==> src/rtl/fill_empty_cells_seq.sv <==
// fill_empty_cells_seq: sequential tile spawner for the 2048 board datapath.
// Scans a latched board snapshot one cell per clock in a caller-supplied
// visit order, starting at a random rotation offset, and writes 2/4 tiles
// into the first empty cells until the requested count is placed or every
// position has been examined.
module fill_empty_cells_seq #(
  parameter int         N_CELLS     = 16,
  parameter int         CELL_W      = 5,
  parameter int         IDX_W       = $clog2(N_CELLS),
  parameter int         RAND_W      = 6,
  parameter int         SPAWN_W     = 2,
  parameter logic [3:0] FOUR_THRESH = 4'd2
) (
  input  logic                        clk,
  input  logic                        rst,
  input  logic                        start,
  input  logic [SPAWN_W-1:0]          spawn_req,
  input  logic [N_CELLS*CELL_W-1:0]   cell_all_in,
  input  logic [N_CELLS*IDX_W-1:0]    order_all,
  input  logic [RAND_W-1:0]           random,
  output logic [N_CELLS*CELL_W-1:0]   cell_all_out,
  output logic                        busy,
  output logic                        calc_done,
  output logic                        full,
  output logic [SPAWN_W-1:0]          placed_cnt
);

  typedef enum logic [1:0] {
    ST_IDLE = 2'd0,
    ST_SCAN = 2'd1,
    ST_DONE = 2'd2
  } state_e;

  state_e                      state_q, state_d;
  logic [N_CELLS*CELL_W-1:0]   board_q, board_d;
  logic [N_CELLS*IDX_W-1:0]    order_q, order_d;
  logic [IDX_W-1:0]            offset_q, offset_d;
  logic [IDX_W-1:0]            ptr_q, ptr_d;
  logic [SPAWN_W-1:0]          rem_q, rem_d;
  logic [SPAWN_W-1:0]          placed_q, placed_d;
  logic                        full_q, full_d;

  // Scan-cycle helpers: the visit position wraps by plain IDX_W overflow.
  logic [IDX_W-1:0]            pos_s;
  logic [IDX_W-1:0]            idx_s;
  logic [CELL_W-1:0]           cur_cell_s;
  logic                        hit_s;
  logic [CELL_W-1:0]           tile_s;
  logic [SPAWN_W-1:0]          rem_next_s;
  logic                        last_s;

  // Tile value: exponent 2 (a "4") when the random high nibble is below threshold.
  function automatic logic [CELL_W-1:0] tile_value(input logic [3:0] nib);
    if (nib < FOUR_THRESH) begin
      tile_value = CELL_W'(2);
    end else begin
      tile_value = CELL_W'(1);
    end
  endfunction

  // Decode the cell visited this cycle and whether the scan ends with it.
  always_comb begin
    pos_s      = offset_q + ptr_q;
    idx_s      = order_q[pos_s*IDX_W +: IDX_W];
    cur_cell_s = board_q[idx_s*CELL_W +: CELL_W];
    hit_s      = (cur_cell_s == '0);
    tile_s     = tile_value(random[RAND_W-1 -: 4]);
    rem_next_s = rem_q - SPAWN_W'(hit_s);
    last_s     = (rem_next_s == '0) || (ptr_q == IDX_W'(N_CELLS - 1));
  end

  // State register.
  always_ff @(posedge clk or negedge rst) begin
    if (!rst) begin
      state_q <= ST_IDLE;
    end else begin
      state_q <= state_d;
    end
  end

  // Next-state logic; start is only honoured in IDLE.
  always_comb begin
    state_d = state_q;
    case (state_q)
      ST_IDLE: begin
        if (start) begin
          state_d = (spawn_req == '0) ? ST_DONE : ST_SCAN;
        end else begin
          state_d = ST_IDLE;
        end
      end
      ST_SCAN: begin
        if (last_s) begin
          state_d = ST_DONE;
        end else begin
          state_d = ST_SCAN;
        end
      end
      ST_DONE: state_d = ST_IDLE;
      default: state_d = ST_IDLE;
    endcase
  end

  // Datapath registers: working board, latched order and scan counters.
  always_ff @(posedge clk or negedge rst) begin
    if (!rst) begin
      board_q  <= '0;
      order_q  <= '0;
      offset_q <= '0;
      ptr_q    <= '0;
      rem_q    <= '0;
      placed_q <= '0;
      full_q   <= 1'b0;
    end else begin
      board_q  <= board_d;
      order_q  <= order_d;
      offset_q <= offset_d;
      ptr_q    <= ptr_d;
      rem_q    <= rem_d;
      placed_q <= placed_d;
      full_q   <= full_d;
    end
  end

  // Datapath next-state: latch on accept, fill empty cells while scanning.
  always_comb begin
    board_d  = board_q;
    order_d  = order_q;
    offset_d = offset_q;
    ptr_d    = ptr_q;
    rem_d    = rem_q;
    placed_d = placed_q;
    full_d   = full_q;
    case (state_q)
      ST_IDLE: begin
        if (start) begin
          board_d  = cell_all_in;
          order_d  = order_all;
          offset_d = random[IDX_W-1:0];
          ptr_d    = '0;
          rem_d    = spawn_req;
          placed_d = '0;
          full_d   = 1'b0;
        end else begin
          board_d  = board_q;
        end
      end
      ST_SCAN: begin
        if (hit_s) begin
          board_d[idx_s*CELL_W +: CELL_W] = tile_s;
          placed_d = placed_q + SPAWN_W'(1);
        end else begin
          placed_d = placed_q;
        end
        rem_d = rem_next_s;
        ptr_d = ptr_q + IDX_W'(1);
        if (last_s) begin
          full_d = (rem_next_s != '0);
        end else begin
          full_d = full_q;
        end
      end
      ST_DONE: begin
        board_d = board_q;
      end
      default: begin
        board_d = board_q;
      end
    endcase
  end

  // Outputs decode straight from registered state and datapath.
  always_comb begin
    busy         = (state_q == ST_SCAN);
    calc_done    = (state_q == ST_DONE);
    cell_all_out = board_q;
    full         = full_q;
    placed_cnt   = placed_q;
  end

endmodule

==> config.mk <==
export PLATFORM = sky130hd
export DESIGN_NAME = fill_empty_cells_seq
export DESIGN_NICKNAME = d
export VERILOG_FILES = /design/src/rtl/fill_empty_cells_seq.sv
export SDC_FILE = /design/constraint.sdc
export NUM_CORES = 1
export LEC_CHECK = 0
export ABC_AREA = 0
export CAP_MARGIN = 15
export CORE_MARGIN = 2
export CORE_UTILIZATION = 48
export CTS_CLUSTER_DIAMETER = 120
export DETAILED_ROUTE_END_ITERATION = 10
export GPL_TIMING_DRIVEN = 0
export PLACE_DENSITY = 0.82
export SLEW_MARGIN = 30
export SYNTH_ARGS = -nofsm -noshare
export SYNTH_HDL_FRONTEND = slang
export SYNTH_SLANG_ARGS = --single-unit
==> constraint.sdc <==
create_clock -name clk -period 4.7 [get_ports clk]
set_input_delay 0.705 -clock clk [delete_from_list [all_inputs] [get_ports clk]]
set_output_delay 0.705 -clock clk [all_outputs]
set_load 0.1 [all_outputs]
==> reports/summary.md <==
The worst slew margin relative to its limit was 29.66%; the layout cell share with drive strength beyond 1 was 7.271%. The clock passes through at most 2 buffers. The tools report the count of final hold-check violations as 0. Setup repair after global routing left no endpoint under its margin. The via count normalized by instance count is 5.690, and the maximum clock frequency is 224.3 MHz. For this design, the CTS-stage hold fixing added 0 buffers. For the first-pass GRT wire length, the log shows 40540 microns. The count of inserted antenna diode cells was 0. Once the floorplan was initialized, standard cells occupied 49.41% of the core.

The tools report the cell area after technology mapping as 7906 sq um. The maximum number of pins on one net before global-route repair is 85, and the count of nets after finishing is 1267. The floorplan die height is 132.3 microns. The worst-path cell with the longest stage delay was fa_1. After synthesis, the cell types taking the most area are dfrtp_1 50%, nand2_1 15%, mux4_2 4.0%.

Half-perimeter wire length after placement: 19220 microns. The register-to-register setup slack was 240 ps; the final cell count without fillers was 1330. After synthesis, the share of flip-flops with an asynchronous set or reset is 100.0%. Global routing consumed, over all layers together, 29.78% of the routing resources. The worst register-to-register path has a depth of 13.

For the setup violation total in the final timing report, the log shows 0. The die is 132.3 microns wide. The startpoint type of the worst setup path was a flop. For this run, design rule violations remaining after detail routing come to 0.

The worst hold slack was 235.3 ps; the number of standard cells after synthesis was 843. The number of buffer and inverter instances along the worst setup path was 3. The critical path is of the reg2reg type. Relative to the synthesized area, the layout overhead comes to 41.10%. In the final timing run, aggregate negative setup slack is 0 ps. The number of max-slew violations in the final report was 0. The tool flagged a number of max-cap violations equal to 0.

Top cell family by delay on the critical path: multiplexers. The number of global-route vias before repair came out at 7611. met2 is the most crowded layer. In this design, the stage delay of the slowest critical-path cell is 500 ps. The H-tree generated during clock tree synthesis spans 4 levels. For the pin with the worst max-slew slack, the measured transition is 1052 ps.

The tools report the final wirelength as 25510 microns. The number of buffer cells added on primary ports is 239. Global routing used 40.22% of the available met1 tracks. Dividing the detail-routed wire length by the instance count gives 19.18 microns. The tools report the area of the die as 17510 sq um. For the clock skew after layout, the log shows 9.004 ps. After layout, the minimum clock period comes to 4459 ps. The insertion delay of the later-clocked pin in the worst-skew pair came out at 430 ps. After clock tree synthesis, the clock-pin slew on the worst setup and hold paths is 60 ps. The number of different library cells used by synthesis comes to 62. The cell sitting at the root of the clock tree is a clkbuf_16.

The congestion estimate from routability-driven global placement came to 0.9178. Dividing the synthesized area by the synthesized cell count gives 9.379 sq um. By count the netlist is led by 319 x nand2_1, 159 x dfrtp_1, 56 x o21ai_0.

The placeable core region came out at 16000 sq um. In this run the biggest area consumer among cell types represents 50.32% of the synthesized area. The number of antenna violations at the first check in global routing was 0. Endpoint type of the worst setup path: a flop. The synthesized design contains 0 enable-type register cells.

Of the synthesized area, sequential elements account for 50.32%. After layout, the worst path uses 94.88% of the clock period. The met3 layer usage reported by global route is 6.036%.

The Yosys warning count was 0. CTS saw 159 sinks. The cell with the most instances after synthesis is nand2_1. Of all nets on the critical path, the largest fanout is 10. The post-CTS setup repair buffer count came out at 0.

For the first-iteration detailed-routing DRC count, the log shows 667. The critical path goes through ha_1, fa_1, clkbuf_2, mux4_2, mux2_2, mux2i_4, inv_1, ha_1, inv_1, nand2_1, o41ai_1, o211ai_2, mux2_1. Total I/O pin count: 240. The detailed-router iteration count before antenna repair is 6. The run gives 0 as the number of routed nets with antenna violations. The flow ran to the end, and the final reports show no timing, DRC or antenna violations. The class of the tightest hold or removal check was in2async. Counting every net in the synthesized netlist gives 1008. Including well taps, the total number of placed cells is 1299. Required time reported for the critical path endpoint: 5010 ps. The tools report the start of the worst register-to-register path as ptr_q[0].

Data arrives at the worst endpoint at 4770 ps. For this run, the leading register cell type out of synthesis is dfrtp_1. Summed over all layers, the global routing overflow is 0. The worst flop-to-flop path endpoint was cell_all_out[41]. The number of fill cells in the layout is 1263, and the detailed-route via count is 7568. The met2 routing resource usage after global routing was 46.60%; the flip-flop and latch count after synthesis was 159. The initialized floorplan defines 46 standard-cell rows.

In this run the worst setup path begins at ptr_q[0]. TritonCTS built the clock tree. The synthesized design spends more area on one cell type than any other, namely dfrtp_1. The number of clock buffers added by TritonCTS is 17.
## cells by family (layout without fill, tap and decap cells)
family          Yosys count  in the layout  synth area share [%]
mux                      50             50                 8.846
simple gates            414            414                 22.04
fa+ha+maj                10             10                 1.678
flops                   159            159                 50.32
compound gates          149            149                 13.26
buf+inv                  54            325                 3.070
xor+xnor                  7              7                0.7755
## worst max-delay path by stage
| stage | endpoint | slack [ps] | cells past startpoint |
|---|---|---|---|
| 6_report | cell_all_out[41] | 240 | 13 |
| 3_3_place_gp | cell_all_out[64] | -3440 | 1 |
| 2_1_floorplan | cell_all_out[41] | 700 | 13 |
| 5_1_grt | cell_all_out[53] | 80 | 12 |
| 4_1_cts | cell_all_out[41] | 140 | 13 |
| 3_5_place_dp | cell_all_out[59] | -160 | 11 |
## placed cells by master, fill, tap and decap left out, types with 3 or more instances in the layout
| cell | Yosys | final |
|---|---|---|
| and3_1 | 4 | 4 |
| nand3_1 | 7 | 7 |
| mux2i_1 | 23 | 23 |
| mux2_2 | 7 | 7 |
| dfrtp_1 | 159 | 159 |
| inv_1 | 10 | 10 |
| buf_6 | 4 | 4 |
| nand2_1 | 319 | 319 |
| o31a_1 | 17 | 17 |
| nor2_1 | 28 | 28 |
| o21ai_0 | 56 | 56 |
| nand4_1 | 3 | 3 |
| or4_1 | 15 | 15 |
| mux2_1 | 3 | 3 |
| nand2b_1 | 3 | 3 |
| ha_1 | 9 | 9 |
| mux4_2 | 14 | 14 |
| buf_2 | 2 | 4 |
| clkbuf_16 | 0 | 17 |
| a22o_1 | 5 | 5 |
| o32ai_1 | 4 | 4 |
| o22ai_1 | 7 | 7 |
| clkinv_2 | 0 | 3 |
| o32a_1 | 18 | 18 |
| xor2_1 | 4 | 4 |
| clkbuf_1 | 34 | 36 |
| nor2b_1 | 3 | 3 |
| a21o_1 | 5 | 5 |
| a21oi_1 | 11 | 11 |
| clkdlybuf4s50_1 | 0 | 235 |
| nor3_2 | 3 | 5 |
| nor3_1 | 16 | 14 |
| clkinvlp_4 | 0 | 3 |
| nor4_1 | 3 | 3 |
| xnor2_1 | 3 | 3 |
## state kept, by name, summed over array words and instances (netlist names)
register      flops
cell_all_out     80
order_q          64
offset_q          4
ptr_q             4
placed_cnt        2
rem_q             2
state_q           2
full              1
## worst register-to-register path: stages (launching register included)
cell      delay [ps]
dfrtp_1          440
ha_1             230
fa_1             500
clkbuf_2         300
mux4_2           410
mux2_2           320
mux2i_4          290
inv_1            150
ha_1             350
inv_1            130
nand2_1          120
o41ai_1          450
o211ai_2         280
mux2_1           370
## area by class of cell
type	count	area, sq um	area share [%]
Multi-Input combinational cell	630	3704	33.20
Clock inverter	9	85.08	0.7627
Sequential cell	159	3979	35.67
Buffer	43	202.7	1.817
Timing Repair Buffer	240	2410	21.60
Inverter	11	41.29	0.3701
Tap cell	216	270.3	2.423
Clock buffer	22	464.2	4.161
## routing by layer
metal / part of all wire [%] / wire [microns]
met5: 0 / 0
met4: 3.3 / 831
met3: 7.6 / 1951
met2: 48 / 12190
met1: 41 / 10540
## per-stage QoR
stage	util [%]	setup WS [ps]	instance area, sq um
after global placement	66.05	-3438	10570
after CTS	69.73	144.7	11160
after detailed placement	66.26	-164.3	10600
final	69.72	240.8	11160
after global routing	69.72	78.08	11160
after floorplan	-	704.3	7906
## timing repair
| action | in CTS | in global routing |
|---|---|---|
| cloned | 0 | 0 |
| gates resized for setup | 2 | 1 |
| endpoints found under the setup margin | 15 | 11 |
Power is left out: the tool's default activity adds up to more than one toggle a clock period on the data nets, which glitch-free logic cannot reach.
